File: config.mk
export PLATFORM = sky130hd
export DESIGN_NAME = imem_boot_loader
export DESIGN_NICKNAME = d
export VERILOG_FILES = /design/src/rtl/imem_boot_loader.sv
export SDC_FILE = /design/constraint.sdc
export NUM_CORES = 1
export LEC_CHECK = 0
export CAP_MARGIN = 15
export CORE_ASPECT_RATIO = 0.5
export CORE_MARGIN = 2
export CORE_UTILIZATION = 41
export CTS_CLUSTER_DIAMETER = 30
export DETAILED_ROUTE_END_ITERATION = 7
export GPL_TIMING_DRIVEN = 0
export PLACE_DENSITY = 0.64
export SETUP_SLACK_MARGIN = 0.5
export SYNTH_ARGS = -nofsm -noshare
export SYNTH_HDL_FRONTEND = slang
export SYNTH_SLANG_ARGS = --single-unit
File: constraint.sdc
create_clock -name i_clk -period 3.2 [get_ports i_clk]
set_clock_uncertainty 0.2 [all_clocks]
set_input_delay 0.64 -clock i_clk [delete_from_list [all_inputs] [get_ports i_clk]]
set_output_delay 0.64 -clock i_clk [all_outputs]
set_load 0.01 [all_outputs]
File: src/rtl/imem_boot_loader.sv
// Boot loader: receives a framed program image over a byte stream, packs little-endian
// words into instruction memory and releases the core only after the checksum verifies.
module imem_boot_loader #(
  parameter int INST_DEPTH = 1024,
  parameter int TIMEOUT    = 100000,
  localparam int ADDR_W    = (INST_DEPTH > 1) ? $clog2(INST_DEPTH) : 1
) (
  input  logic              i_clk,
  input  logic              i_rst_n,
  input  logic              i_start,
  input  logic              i_rx_valid,
  input  logic [7:0]        i_rx_data,
  output logic              o_rx_ready,
  output logic              o_imem_we,
  output logic [ADDR_W-1:0] o_imem_addr,
  output logic [31:0]       o_imem_wdata,
  output logic              o_core_rst_n,
  output logic              o_busy,
  output logic              o_done,
  output logic [1:0]        o_err
);

  localparam int              TO_W     = (TIMEOUT > 1) ? $clog2(TIMEOUT + 1) : 1;
  localparam logic [TO_W-1:0] TO_LAST  = (TIMEOUT > 0) ? TO_W'(TIMEOUT - 1) : '0;
  localparam logic [31:0]     DEPTH_32 = 32'(INST_DEPTH);

  typedef enum logic [2:0] {
    S_IDLE = 3'd0,
    S_LEN  = 3'd1,
    S_DATA = 3'd2,
    S_CSUM = 3'd3,
    S_DONE = 3'd4,
    S_ERR  = 3'd5
  } state_t;

  state_t            r_state;
  logic [1:0]        r_byte_cnt;
  logic [7:0]        r_csum;
  logic [31:0]       r_len;
  logic [23:0]       r_word;
  logic [ADDR_W-1:0] r_word_addr;
  logic [TO_W-1:0]   r_gap;
  logic              r_rx_ready;
  logic              r_imem_we;
  logic [ADDR_W-1:0] r_imem_addr;
  logic [31:0]       r_imem_wdata;
  logic              r_core_rst_n;
  logic              r_busy;
  logic              r_done;
  logic [1:0]        r_err;

  logic              w_loading;
  logic              w_accept;
  logic              w_timeout;
  logic [31:0]       w_len_full;
  logic [31:0]       w_word_full;
  logic              w_len_bad;
  logic              w_last_word;

  assign w_loading   = (r_state == S_LEN) || (r_state == S_DATA) || (r_state == S_CSUM);
  assign w_accept    = i_rx_valid & r_rx_ready;
  // The gap limit wins over a byte arriving on the same edge; that byte is dropped.
  assign w_timeout   = (TIMEOUT > 0) && w_loading && (r_gap == TO_LAST);
  assign w_len_full  = {i_rx_data, r_len[23:0]};
  assign w_word_full = {i_rx_data, r_word};
  assign w_len_bad   = (w_len_full == 32'd0) || (w_len_full > DEPTH_32);
  assign w_last_word = ((32'(r_word_addr) + 32'd1) == r_len);

  always_ff @(posedge i_clk or negedge i_rst_n) begin
    if (!i_rst_n) begin
      r_state      <= S_IDLE;
      r_byte_cnt   <= 2'd0;
      r_csum       <= 8'd0;
      r_len        <= 32'd0;
      r_word       <= 24'd0;
      r_word_addr  <= '0;
      r_gap        <= '0;
      r_rx_ready   <= 1'b0;
      r_imem_we    <= 1'b0;
      r_imem_addr  <= '0;
      r_imem_wdata <= 32'd0;
      r_core_rst_n <= 1'b0;
      r_busy       <= 1'b0;
      r_done       <= 1'b0;
      r_err        <= 2'd0;
    end else begin
      r_imem_we <= 1'b0;
      if (w_loading) begin
        r_gap <= w_accept ? '0 : r_gap + TO_W'(1);
      end
      if (w_timeout) begin
        r_state    <= S_ERR;
        r_err      <= 2'd3;
        r_busy     <= 1'b0;
        r_rx_ready <= 1'b0;
      end else begin
        case (r_state)
          S_IDLE, S_DONE, S_ERR: begin
            if (i_start) begin
              r_state      <= S_LEN;
              r_byte_cnt   <= 2'd0;
              r_csum       <= 8'd0;
              r_word_addr  <= '0;
              r_gap        <= '0;
              r_err        <= 2'd0;
              r_done       <= 1'b0;
              r_busy       <= 1'b1;
              r_core_rst_n <= 1'b0;
              r_rx_ready   <= 1'b1;
            end
          end
          S_LEN: begin
            if (w_accept) begin
              r_csum     <= r_csum ^ i_rx_data;
              r_byte_cnt <= r_byte_cnt + 2'd1;
              case (r_byte_cnt)
                2'd0:    r_len[7:0]   <= i_rx_data;
                2'd1:    r_len[15:8]  <= i_rx_data;
                2'd2:    r_len[23:16] <= i_rx_data;
                default: r_len        <= w_len_full;
              endcase
              if (r_byte_cnt == 2'd3) begin
                if (w_len_bad) begin
                  r_state    <= S_ERR;
                  r_err      <= 2'd1;
                  r_busy     <= 1'b0;
                  r_rx_ready <= 1'b0;
                end else begin
                  r_state     <= S_DATA;
                  r_word_addr <= '0;
                end
              end
            end
          end
          S_DATA: begin
            if (w_accept) begin
              r_csum     <= r_csum ^ i_rx_data;
              r_byte_cnt <= r_byte_cnt + 2'd1;
              case (r_byte_cnt)
                2'd0:    r_word[7:0]   <= i_rx_data;
                2'd1:    r_word[15:8]  <= i_rx_data;
                2'd2:    r_word[23:16] <= i_rx_data;
                default: r_word        <= r_word;
              endcase
              if (r_byte_cnt == 2'd3) begin
                r_imem_we    <= 1'b1;
                r_imem_addr  <= r_word_addr;
                r_imem_wdata <= w_word_full;
                // The address stops on the last word so it never wraps past the top.
                if (w_last_word) begin
                  r_state <= S_CSUM;
                end else begin
                  r_word_addr <= r_word_addr + ADDR_W'(1);
                end
              end
            end
          end
          S_CSUM: begin
            if (w_accept) begin
              r_rx_ready <= 1'b0;
              r_busy     <= 1'b0;
              if (i_rx_data == r_csum) begin
                r_state      <= S_DONE;
                r_done       <= 1'b1;
                r_core_rst_n <= 1'b1;
              end else begin
                r_state <= S_ERR;
                r_err   <= 2'd2;
              end
            end
          end
          default: begin
            r_state    <= S_IDLE;
            r_rx_ready <= 1'b0;
            r_busy     <= 1'b0;
          end
        endcase
      end
    end
  end

  assign o_rx_ready   = r_rx_ready;
  assign o_imem_we    = r_imem_we;
  assign o_imem_addr  = r_imem_addr;
  assign o_imem_wdata = r_imem_wdata;
  assign o_core_rst_n = r_core_rst_n;
  assign o_busy       = r_busy;
  assign o_done       = r_done;
  assign o_err        = r_err;

endmodule

==> flow_summary_export.csv <==
group,metric,value,unit
drt,via_per_inst,5.24,
sta,fin_ws,443,ps
yosys,ys_warn_count,0,
pwr,p_sw,1.94,mW
sta,max-slew-margin-rel,54.2,%
placed_design,dp_slack,-227,ps
drt,drt_pre_antenna_iters,4,
setup_path,path_cells,"ha_4, and2_4, o21ai_2, a31oi_1, or4_4, or4_4, buf_6, a211o_1, nand2_1",
sta,whs,263,ps
final_layout,multi_input_area,3400,um2
pwr,sequentialPowerShare,38.4,%
setup_path,cp.required,3350,ps
yosys,netlist_area,6900,um2
floorplan,dieArea,17900,um2
clocking,cts.sinks,143,
final_layout,fill_cells,1401,
setup_path,slowest_stage,"or4_4",
yosys,seq_area_frac_synth,51.9,%
drt,num_vias,5163,
pwr,ir_drop,0.000440,V
clocking,clk_path_buf_depth,2,
floorplan,die_w,187,um
setup_path,path_delay_family,"simple AND/OR/NAND/NOR gates",
setup_path,path_common_cell,"or4_4",
min_path,worst_hold_path_type,"flip-flop to flip-flop",
pwr,power_frac_clock,33.7,%
sta,drv_slew,0,
yosys,ys.flop_type,"dfrtp_1",
setup_path,crit_path_end_kind,"flip-flop",
final_layout,final_common_cell,"dfrtp_1",
placed_design,port_buffers,60,
final_layout,regArea,3580,um2
sta,min_period,2760,ps
sta,period_share,86.2,%
clocking,cts_max_level,4,
yosys,syn_avg_cell_area,10.8,um2
setup_path,critPathKind,"flip-flop to flip-flop",
drt,ant_nets,0,
floorplan,rows,33,
setup_path,path_max_fanout,6,
pwr,leakagePower,4.13,nW
clocking,cts_tree,"yes",
floorplan,initial_utilization,42.0,%
grt,grt_max_degree,96,
grt,grt_use_total,18.2,%
clocking,cts_buffers,17,
pwr,power_density,653,nW/um2
setup_path,arrival,2910,ps
grt,antenna_found_initial,0,
final_layout,layout-drive-gt1-share,30.6,%
pwr,p_int,4.01,mW
grt,grt_first_pass_wirelength,25600,um
clocking,cts_root_buffer,"clkbuf_16",
pwr,p_comb_share,28.0,%
setup_path,crit_path_max_incr_delay,550,ps
floorplan,io_pins,61,
setup_path,critPathLaunchType,"flip-flop",
sta,fmax,0.363,GHz
drt,wl_per_cell,16.0,um
floorplan,die_h,95.7,um
grt,grt_pass1_vias,4874,
yosys,synth_seq_cells,143,
placed_design,dp_hpwl,10100,um
sta,tightest_slew,687,ps
placed_design,gp_congestion,0.823,
clocking,clock_latency,420,ps
yosys,synth-edff-count,0,
clocking,clkTransAtPathRegs,70,ps
yosys,syn-num-nets,655,
floorplan,core,16400,um2
setup_path,critPathBufInv,1,
drt,drtIter0Drc,339,
grt,gr-total-overflow,0,
run,drv_cap,0,
drt,wirelength,15800,um
drt,remaining_drc_errors,0,
sta,rsz0062_at_grt,"true",
yosys,syn_inst,636,
status,status,"complete, no violations",
yosys,ys_types,67,
sta,setup_viol,0,
final_layout,num_antenna_cells,0,
pwr,switching_share,32.6,%
sta,hold_violations,0,
final_layout,syn_to_final_growth,32.4,%
yosys,synthArstFlopShare,100,%
final_layout,final_cell_mix,"139 x dfrtp_1, 111 x nand2_1, 57 x mux2_2",
final_layout,finalNetCount,765,
-- worst min-delay path: stages (launching register included) --
cell and delay (ps):
dfrtp_1 340, nand2_1 50, nand2_1 50
-- cell type report --
cell class              count  share of cell area, %
flip-flops and latches    143                   39.3
multi-input cells         443                   37.3
repair buffers             91                   10.1
clock buffers              18                   4.81
well taps                 227                   3.11
plain buffers              40                   3.08
clock inverters            14                   1.82
inverters                  10                  0.466
-- cell usage after synthesis (all sizes together), types with 8 or more instances --
cell type / count / area share [%]
nand3: 25 / 1.9
buf: 21 / 2.1
dfrtp: 143 / 52
o21ai: 27 / 2.0
nor3: 10 / 0.89
nand4: 8 / 0.73
xor2: 22 / 2.8
inv: 10 / 0.54
nand2: 122 / 6.9
xnor2: 14 / 1.8
nor2: 38 / 2.2
a21oi: 8 / 0.58
nor4: 11 / 1.0
mux2: 74 / 13
clkbuf: 19 / 1.0
-- cells by family (layout without fill, tap and decap cells) --
group           after synthesis  after routing  synth area share (%)
simple gates                250            250                  17.5
flops                       143            143                  51.9
mux                          76             76                  12.8
compound gates               74             74                  8.29
fa+ha+maj                     7              7                  1.27
buf+inv                      50            173                  3.67
xor+xnor                     36             36                  4.57
-- power by group through the flow --
stage | clock network [mW] | registers, mW | logic (mW)
final | 2.01 | 2.28 | 1.67
after global routing | 2.12 | 2.32 | 1.82
after CTS | 2.04 | 2.28 | 1.54
after detailed placement | 0 | 2.33 | 1.35
after global placement | 0 | 2.32 | 1.31
after floorplan | 0 | 2.28 | 1.02
-- per-layer routing --
metal / vias up / GRT usage (%) / wire [um]
li1: 2460 / - / -
met1: 2562 / 27.0 / 8030
met2: 126 / 27.3 / 6870
met3: 15 / 3.72 / 764
met4: 0 / 4.92 / 145
met5: - / 0 / 0
-- worst paths after layout --
path / startpoint / end / slack [ps] / cells after the start
worst max-delay path: r_word_addr[1]$_DFFE_PN0P_ / r_word_addr[7]$_DFFE_PN0P_ / 440 / 9
worst min-delay path: r_word[11]$_DFFE_PN0P_ / o_imem_wdata[11]$_DFFE_PN0P_ / 260 / 2
worst max register to register: r_word_addr[1]$_DFFE_PN0P_ / r_word_addr[7]$_DFFE_PN0P_ / 440 / 9
worst min register to register: r_word[11]$_DFFE_PN0P_ / o_imem_wdata[11]$_DFFE_PN0P_ / 260 / 2
max in group asynchronous: i_rst_n / r_word_addr[0]$_DFFE_PN0P_ / 1450 / 3
min in group asynchronous: i_rst_n / o_imem_we$_DFF_PN0_ / 500 / 2
-- flip-flops by register name (all words and copies together), names as in the netlist --
| register | flops |
|---|---|
| o_imem_wdata | 32 |
| r_len | 32 |
| o_err | 2 |
| o_imem_addr | 10 |
| r_csum | 8 |
| o_imem_we | 1 |
| r_word | 24 |
| o_busy | 1 |
| r_byte_cnt | 2 |
| o_done | 1 |
| r_word_addr | 10 |
| r_state | 3 |
| r_gap | 17 |
-- metrics by stage --
step	total power, mW	std cells	setup TNS (ps)	cell area (um2)	utilization, %
floorplan	3.30	636	0	6920	-
global placement	3.63	923	-640880	7810	47.5
detailed placement	3.68	924	-6980	7840	47.7
CTS	5.86	975	0	8830	53.8
global route	6.26	986	0	9130	55.5
finish	5.96	986	0	9130	55.5
-- repair_timing --
action	in CTS	in global routing
pin swaps	13	13
buffers inserted	16	10
gates cloned	2	1
setup endpoints to repair	104	75
endpoints found under the hold margin	48	0
hold buffers	1	0
gates resized for setup	62	56
Power figures use the tool's default switching activity.
